### src/rtl/seg7_pkg.sv
// Shared types and constants for the seven-segment display arbiter.
package seg7_pkg;

    typedef enum logic [1:0] {
        IDLE    = 2'd0,
        GNT_CPU = 2'd1,
        GNT_DBG = 2'd2
    } arb_state_e;

    localparam logic ADDR_DATA = 1'b0;
    localparam logic ADDR_CFG  = 1'b1;

    localparam int unsigned EN_LSB    = 0;
    localparam int unsigned BLINK_LSB = 6;

    localparam logic [5:0] DIGIT_EN_RST = 6'h3F;

    localparam logic SRC_CPU = 1'b0;
    localparam logic SRC_DBG = 1'b1;

endpackage

### src/rtl/seg7_blink_timer.sv
// Blink prescaler: toggles phase every BLINK_DIV cycles; clr restarts
// the count in the visible phase and wins over the wrap.
module seg7_blink_timer #(
    parameter int unsigned BLINK_DIV = 25000000,
    parameter int unsigned CNT_W     = 25
) (
    input  logic m_clock,
    input  logic rst_n,
    input  logic clr,
    output logic phase
);

    localparam logic [CNT_W-1:0] CNT_MAX = CNT_W'(BLINK_DIV - 1);

    logic [CNT_W-1:0] cnt_q, cnt_d;
    logic             phase_q, phase_d;

    always_comb begin
        cnt_d   = cnt_q + CNT_W'(1);
        phase_d = phase_q;
        if (clr) begin
            cnt_d   = '0;
            phase_d = 1'b0;
        end else if (cnt_q == CNT_MAX) begin
            cnt_d   = '0;
            phase_d = ~phase_q;
        end
    end

    always_ff @(posedge m_clock or negedge rst_n) begin
        if (!rst_n) begin
            cnt_q   <= '0;
            phase_q <= 1'b0;
        end else begin
            cnt_q   <= cnt_d;
            phase_q <= phase_d;
        end
    end

    assign phase = phase_q;

endmodule

### src/rtl/seg7_disp_arb.sv
// Round-robin arbiter sharing the 6-digit display between CPU and debug,
// holding display data, digit enable / blink config and the blank mask.
module seg7_disp_arb
    import seg7_pkg::*;
#(
    parameter int unsigned BLINK_DIV = 25000000,
    parameter int unsigned CNT_W     = 25
) (
    input  logic        m_clock,
    input  logic        rst_n,
    input  logic        cpu_req,
    input  logic        cpu_addr,
    input  logic [31:0] cpu_wdata,
    output logic        cpu_ack,
    input  logic        dbg_req,
    input  logic [31:0] dbg_wdata,
    output logic        dbg_ack,
    input  logic        dbg_lock,
    output logic [31:0] disp_data,
    output logic [5:0]  disp_blank,
    output logic        disp_src
);

    arb_state_e  state_q, state_d;
    logic        last_grant_q, last_grant_d;
    logic [31:0] disp_data_q, disp_data_d;
    logic        disp_src_q, disp_src_d;
    logic [5:0]  digit_en_q, digit_en_d;
    logic [5:0]  blink_mask_q, blink_mask_d;
    logic [5:0]  blank_q, blank_d;

    logic cpu_elig;
    logic dbg_elig;
    logic cfg_clr;
    logic blink_phase;

    assign cpu_elig = cpu_req & ~dbg_lock;
    assign dbg_elig = dbg_req;
    assign cfg_clr  = (state_q == GNT_CPU) && (cpu_addr == ADDR_CFG);

    always_comb begin
        state_d      = state_q;
        last_grant_d = last_grant_q;
        disp_data_d  = disp_data_q;
        disp_src_d   = disp_src_q;
        digit_en_d   = digit_en_q;
        blink_mask_d = blink_mask_q;
        unique case (state_q)
            IDLE: begin
                if (cpu_elig && dbg_elig) begin
                    state_d = (last_grant_q == SRC_DBG) ? GNT_CPU : GNT_DBG;
                end else if (cpu_elig) begin
                    state_d = GNT_CPU;
                end else if (dbg_elig) begin
                    state_d = GNT_DBG;
                end
            end
            GNT_CPU: begin
                state_d      = IDLE;
                last_grant_d = SRC_CPU;
                if (cpu_addr == ADDR_CFG) begin
                    digit_en_d   = cpu_wdata[EN_LSB+:6];
                    blink_mask_d = cpu_wdata[BLINK_LSB+:6];
                end else begin
                    disp_data_d = cpu_wdata;
                    disp_src_d  = SRC_CPU;
                end
            end
            GNT_DBG: begin
                state_d      = IDLE;
                last_grant_d = SRC_DBG;
                disp_data_d  = dbg_wdata;
                disp_src_d   = SRC_DBG;
            end
            default: state_d = IDLE;
        endcase
    end

    // Mask is built from registered sources, so it trails them by a cycle.
    always_comb begin
        blank_d = ~digit_en_q | (blink_mask_q & {6{blink_phase}});
    end

    always_ff @(posedge m_clock or negedge rst_n) begin
        if (!rst_n) begin
            state_q      <= IDLE;
            last_grant_q <= SRC_DBG;
            disp_data_q  <= '0;
            disp_src_q   <= SRC_CPU;
            digit_en_q   <= DIGIT_EN_RST;
            blink_mask_q <= '0;
            blank_q      <= '0;
        end else begin
            state_q      <= state_d;
            last_grant_q <= last_grant_d;
            disp_data_q  <= disp_data_d;
            disp_src_q   <= disp_src_d;
            digit_en_q   <= digit_en_d;
            blink_mask_q <= blink_mask_d;
            blank_q      <= blank_d;
        end
    end

    seg7_blink_timer #(
        .BLINK_DIV (BLINK_DIV),
        .CNT_W     (CNT_W)
    ) u_blink (
        .m_clock (m_clock),
        .rst_n   (rst_n),
        .clr     (cfg_clr),
        .phase   (blink_phase)
    );

    assign cpu_ack    = (state_q == GNT_CPU);
    assign dbg_ack    = (state_q == GNT_DBG);
    assign disp_data  = disp_data_q;
    assign disp_src   = disp_src_q;
    assign disp_blank = blank_q;

endmodule
### config.mk
export PLATFORM = sky130hd
export DESIGN_NAME = seg7_disp_arb
export DESIGN_NICKNAME = d
export VERILOG_FILES = /design/src/rtl/seg7_pkg.sv /design/src/rtl/seg7_blink_timer.sv /design/src/rtl/seg7_disp_arb.sv
export SDC_FILE = /design/constraint.sdc
export NUM_CORES = 1
export LEC_CHECK = 0
export BUFFER_PORTS_ARGS = -buffer_cell sky130_fd_sc_hd__clkbuf_2
export CORE_AREA = 3 3 102 104
export CTS_CLUSTER_DIAMETER = 40
export CTS_CLUSTER_SIZE = 24
export DETAILED_ROUTE_END_ITERATION = 8
export DIE_AREA = 0 0 105 107
export GPL_TIMING_DRIVEN = 1
export SLEW_MARGIN = 10
export SYNTH_ARGS = -nofsm -noshare
export SYNTH_HDL_FRONTEND = slang
export SYNTH_HIERARCHICAL = 1
export SYNTH_SLANG_ARGS = --single-unit
### constraint.sdc
create_clock -name m_clock -period 4.1 [get_ports m_clock]
set_input_delay 0.205 -clock m_clock [delete_from_list [all_inputs] [get_ports m_clock]]
set_output_delay 0.205 -clock m_clock [all_outputs]
set_load 0.01 [all_outputs]
# Word-level counts from Yosys, hierarchy flattened
# Cells that the tools add are included.
# word_totals
reg_bits	80
inputBits	70
wordCells	42
# classes
add_sub_neg	1
n_mux	14
reduce_logical	7
n_eq_ne	5
bitwise_logic	6
# ops
op	n
32-bit case mux with 2 select lines	1
25-bit two-way mux	2
32-bit two-way mux	1
25-bit by 1-bit adder with 25-bit output (second input constant)	1
25-bit == test (second input constant)	1
2-bit two-way mux	5
6-bit bitwise AND	1
6-bit NOT	1
6-bit OR	1
4-bit inequality test (second input constant)	1
1-bit case mux with 2 select lines	2
2-bit AND reduction	2
2-bit nonzero test	2
1-bit two-way mux	3
2-bit by 1-bit == test with 1-bit output (second input constant)	1
2-bit == test (second input constant)	1
1-bit logical AND	2
2-bit logical NOT	1
2-bit inequality test (second input constant)	1
1-bit NOT	2
1-bit bitwise AND	1

# Depth between registers and ports, before layout
# depth
depth_word	5
ltp_mapped	8

# Modules after synthesis
# Netlist, hierarchy kept.
# modules_own_cells
mod	seq_area_each_um2	cells_each	area_each_um2	n_inst
seg7_disp_arb	1360.1	272	2537.4	1
seg7_blink_timer	650.6	139	1295.0	1

# Worst setup path after synthesis
# OpenSTA, ideal clock, no wires.
# synth_path
kind	reg2reg
startpoint	reg state_q[1]
endpoint	reg u_blink.cnt_q[10]
path_stages_with_launch	9
period_less_slack_ps	1862
arrival_ps	1730
t_required_ps	3968
setup_time_ps	132
setup_slack_ps	2238
path_cell_list	dfrtp_1 -> inv_1 -> ha_1 -> nand2_2 -> inv_2 -> buf_2 -> o21bai_1 -> clkbuf_1 -> nor2_1
# synth_via
elab_chain_len	3
# synth_rtl
element	line	source
start: declaration	seg7_disp_arb.sv:24	arb_state_e state_q, state_d;
start signal: assignment	seg7_disp_arb.sv:94	state_q <= state_d;
2-bit by 1-bit == test with 1-bit output	n/a	
named net cpu_ack	seg7_disp_arb.sv:14	output logic cpu_ack,
1-bit logical AND	seg7_disp_arb.sv:39	assign cfg_clr = (state_q == GNT_CPU) && (cpu_addr == ADDR_CFG);
named net cfg_clr	seg7_disp_arb.sv:34	logic cfg_clr;
25-bit two-way mux	seg7_blink_timer.sv:21	if (clr) begin
named net u_blink.cnt_d[10]	seg7_blink_timer.sv:15	logic [CNT_W-1:0] cnt_q, cnt_d;
end signal: assignment	seg7_blink_timer.sv:35	cnt_q <= cnt_d;
end: declaration	seg7_blink_timer.sv:15	
# The timed path passes the listed nets, and every way through them passes these cells.
# A chain may end at the register's enable or synchronous reset.

# Worst setup path after layout
# layout_path
startpoint	reg state_q[0]
endpoint	reg disp_data_q[26], in the netlist disp_data[26]
# layout_via
elab_chain_len	3
elab_cells_between_ends	6
# layout_rtl
element	line	source
2-bit by 1-bit == test with 1-bit output / 2-bit == test (equally long branches)	seg7_disp_arb.sv:48	unique case (state_q)
2-bit inequality test (no source line) / 2-bit nonzero test (equally long branches)	n/a	
2-bit AND reduction (no source line)	n/a	
end signal: assignment	seg7_disp_arb.sv:96	disp_data_q <= disp_data_d;
end: declaration	seg7_disp_arb.sv:26	logic [31:0] disp_data_q, disp_data_d;
# Parallel ways exist; a longest one is shown, timed or not.

==> impl_results.md <==
- Status: finished, final reports clean
- Area fraction in and, or, nand and nor cells after synthesis: 27.0%
- Core Rows: 36
- Nets: 584
- RSZ-0062 raised after global routing: false
- GP Congestion: 0.794
- TritonCTS clock tree: built
- Final count of pins violating max slew: 0
- Residual DRC: 0
- Post-route ant nets: 0
- Post-Syn Area: 3830 um2
- Synth cell types: 36
- Setup violations, final: 0
- Setup TNS: 0 ns
- Minimum clock period: 2.28 ns
- Wirelength, routed: 10000 um
- Async SR Flop Fraction: 100%
- CP max FO: 36
- ANT cells: 0
- Post-synthesis sequential area ratio: 52.5%
- Largest family of logic cells by synthesized area: simple AND/OR/NAND/NOR gates
- Initial Util: 39.8%
- Die height: 107 um
- Die W: 105 um
- Initial antenna violation count: 0
- #FFs+latches synth: 80
- Final Cycle Share: 55.6%
- Root Buffer: clkbuf_8
- Met2 global-route usage: 28.0%
- Per-cell routed wire length: 15.4 um
- Slew margin rel.: 27.9%
- Post-synthesis adder-cell area fraction: 1.31%
- Crit path required time: 4.32 ns
- Initial DRT Pass Iterations: 4
- Die area: 11200 um2
- IO buf count: 110
- Proportion of layout cells with a drive suffix above 1: 27.8%
- Placed Cells: 632
- Hold WS: 0.00481 ns
- R2r worst-path depth: 6
- Compound-Gate Fraction of Synth Area: 10.9%
- # clock sinks: 80
- First-pass GRT wire length: 16600 um
- Leakage: 2.16 nW
- Fmax: 0.439 GHz
- Mapped Cells: 411
- Total power: 3.00 mW
- Cell Count, Final, Fillers Out: 648
- Setup WS post-layout: 1.82 ns
- Buffer count from post-CTS setup fixing: 0
- DR vias/cell: 5.25
- Hold Path Class: input pin to async pin
- Crit path launch type: flip-flop
- Vias in the first global route: 3170
- HPWL after DPL: 6630 um
- Number of synthesized flops with an enable pin: 0
- MaxCap Viol Count: 0
- # H-tree levels: 3
- Post-Synth XOR/XNOR Area: 3.20%
- DRT iter0 DRCs: 239
- PwrDens: 648 nW/um2
- Synthesized area per cell: 9.32 um2
- M1 GR Usage: 25.8%
- Mux contribution to synthesized area: 0.294%
- Clock Latency Late Sink: 0.35 ns
- Largest net degree at the start of global routing: 81
- Total track usage: 18.2%
- Vias: 3402
- Core area: 9640 um2
- Setup CP Type: flip-flop to flip-flop
- Clock Skews: 0.0179 ns
- Worst-margin pin slew: 1.08 ns
- Met3 Use GR: 3.79%
- Hold_buf cts: 0
- IO Count: 111
- Prevailing post-synth register cell: dfrtp_1
- Clock buffer count from CTS: 9
- Final Hold Vio Count: 0
- GR peak layer: met2
- Crit end category: flip-flop
- Synthesis Warnings: 6
- WP data arrival: 2.49 ns
- VDD IR max: 329 uV
- Synth-to-Final Area Change: 20.8%
- Reg clk slew, reported paths: 0.08 ns
- Total congestion overflow: 0
- CTS resizes: 0
- Dpl ws: 1.81 ns
- Deepest clock path buffer count: 2
- Net count after synthesis: 485
flip-flops by register name, summed over array words and instances (netlist names):
| name | count |
|---|---|
| u_blink/cnt_q | 25 |
| blink_mask_q | 6 |
| u_blink/phase | 1 |
| digit_en_q | 6 |
| disp_blank | 6 |
| state_q | 2 |
| disp_data | 32 |
| disp_src | 1 |
| last_grant_q | 1 |
through the flow:
stage | utilization [%] | cell area, um2
finish | 48.0 | 4630
global route | 48.0 | 4630
CTS | 48.0 | 4630
detailed placement | 46.0 | 4430
global placement | 46.0 | 4430
floorplan | - | 3830
cell usage after synthesis (3+ instances only):
| master | instances | area, um2 |
|---|---|---|
| nor4_1 | 3 | 18.8 |
| a32oi_1 | 32 | 280 |
| nand3_1 | 71 | 355 |
| xnor2_1 | 10 | 87.6 |
| xor2_1 | 4 | 35.0 |
| nand4_1 | 4 | 25.0 |
| a21oi_1 | 11 | 55.1 |
| nand2_1 | 92 | 345 |
| buf_2 | 9 | 45.0 |
| dfrtp_1 | 73 | 1830 |
| ha_1 | 4 | 50.1 |
| clkbuf_1 | 8 | 30.0 |
| or4_1 | 4 | 30.0 |
| nor2_1 | 21 | 78.8 |
| nor3_1 | 3 | 15.0 |
| o21ai_0 | 8 | 40.0 |
| buf_6 | 5 | 56.3 |
| or3_1 | 10 | 62.6 |
| buf_4 | 3 | 22.5 |
| inv_1 | 6 | 22.5 |
| dfstp_2 | 7 | 184 |
power breakdown:
group / total, mW / internal (mW) / switching [mW] / leakage, nW
registers: 1.33 / 1.11 / 0.224 / 0.993
clock network: 0.590 / 0.285 / 0.304 / 0.0933
logic: 1.07 / 0.419 / 0.655 / 1.07
worst max-delay path, cell delays in order (launching register included):
cell and delay, ns:
dfrtp_1 0.39, inv_1 0.10, ha_1 0.16, buf_4 0.35
inv_1 0.59, a32oi_1 0.44, nand3_1 0.11
per-layer routing:
layer	wire length, um	vias up	part of all wire, %
li1	-	1655	-
met4	89	0	0.89
met5	0	-	0
met2	4760	104	48
met1	4560	1635	46
met3	602	8	6.0
layout by cell type, fill, tap and decap left out, drive strengths merged, types with 3 or more instances in the layout:
master | Yosys | routed
or4 | 4 | 4
nor2 | 21 | 21
nand2 | 93 | 93
xor2 | 4 | 4
buf | 18 | 5
o21ai | 8 | 8
nand3 | 71 | 71
nor3 | 3 | 3
dfstp | 7 | 7
nor4 | 3 | 3
clkbuf | 8 | 119
ha | 4 | 4
dfrtp | 73 | 73
inv | 7 | 9
a32oi | 32 | 32
nand4 | 5 | 5
xnor2 | 10 | 10
a21oi | 11 | 11
or3 | 10 | 10
kinds of logic after synthesis:
family	after synthesis
adder cells (fa/ha/maj)	4
XOR/XNOR	14
flip-flops	80
AO/OA/AOI/OAI	57
AND/OR/NAND/NOR	222
multiplexers	1
buffers and inverters	33
final cells by class:
cell class	instances	area, um2
clock inverters	6	67.6
inverters	7	26.3
well taps	133	166
flip-flops and latches	80	2010
repair buffers	114	583
multi-input cells	298	1650
fillers	951	5010
clock buffers	10	128
final timing paths:
check | start | end | slack [ns]
max | state_q[0]$_DFFE_PN0P_ | disp_data[26]$_DFFE_PN0P_ | 1.82
min | rst_n | u_blink/cnt_q[19]$_DFF_PN0_ | 0.005
max reg2reg | state_q[0]$_DFFE_PN0P_ | disp_data[26]$_DFFE_PN0P_ | 1.82
min reg2reg | digit_en_q[1]$_DFFE_PN1P_ | disp_blank[1]$_DFF_PN0_ | 0.44
max in group asynchronous | rst_n | u_blink/cnt_q[8]$_DFF_PN0_ | 3.41
min in group m_clock | cpu_wdata[1] | digit_en_q[1]$_DFFE_PN1P_ | 0.05
(Power assumes the default switching activity.)
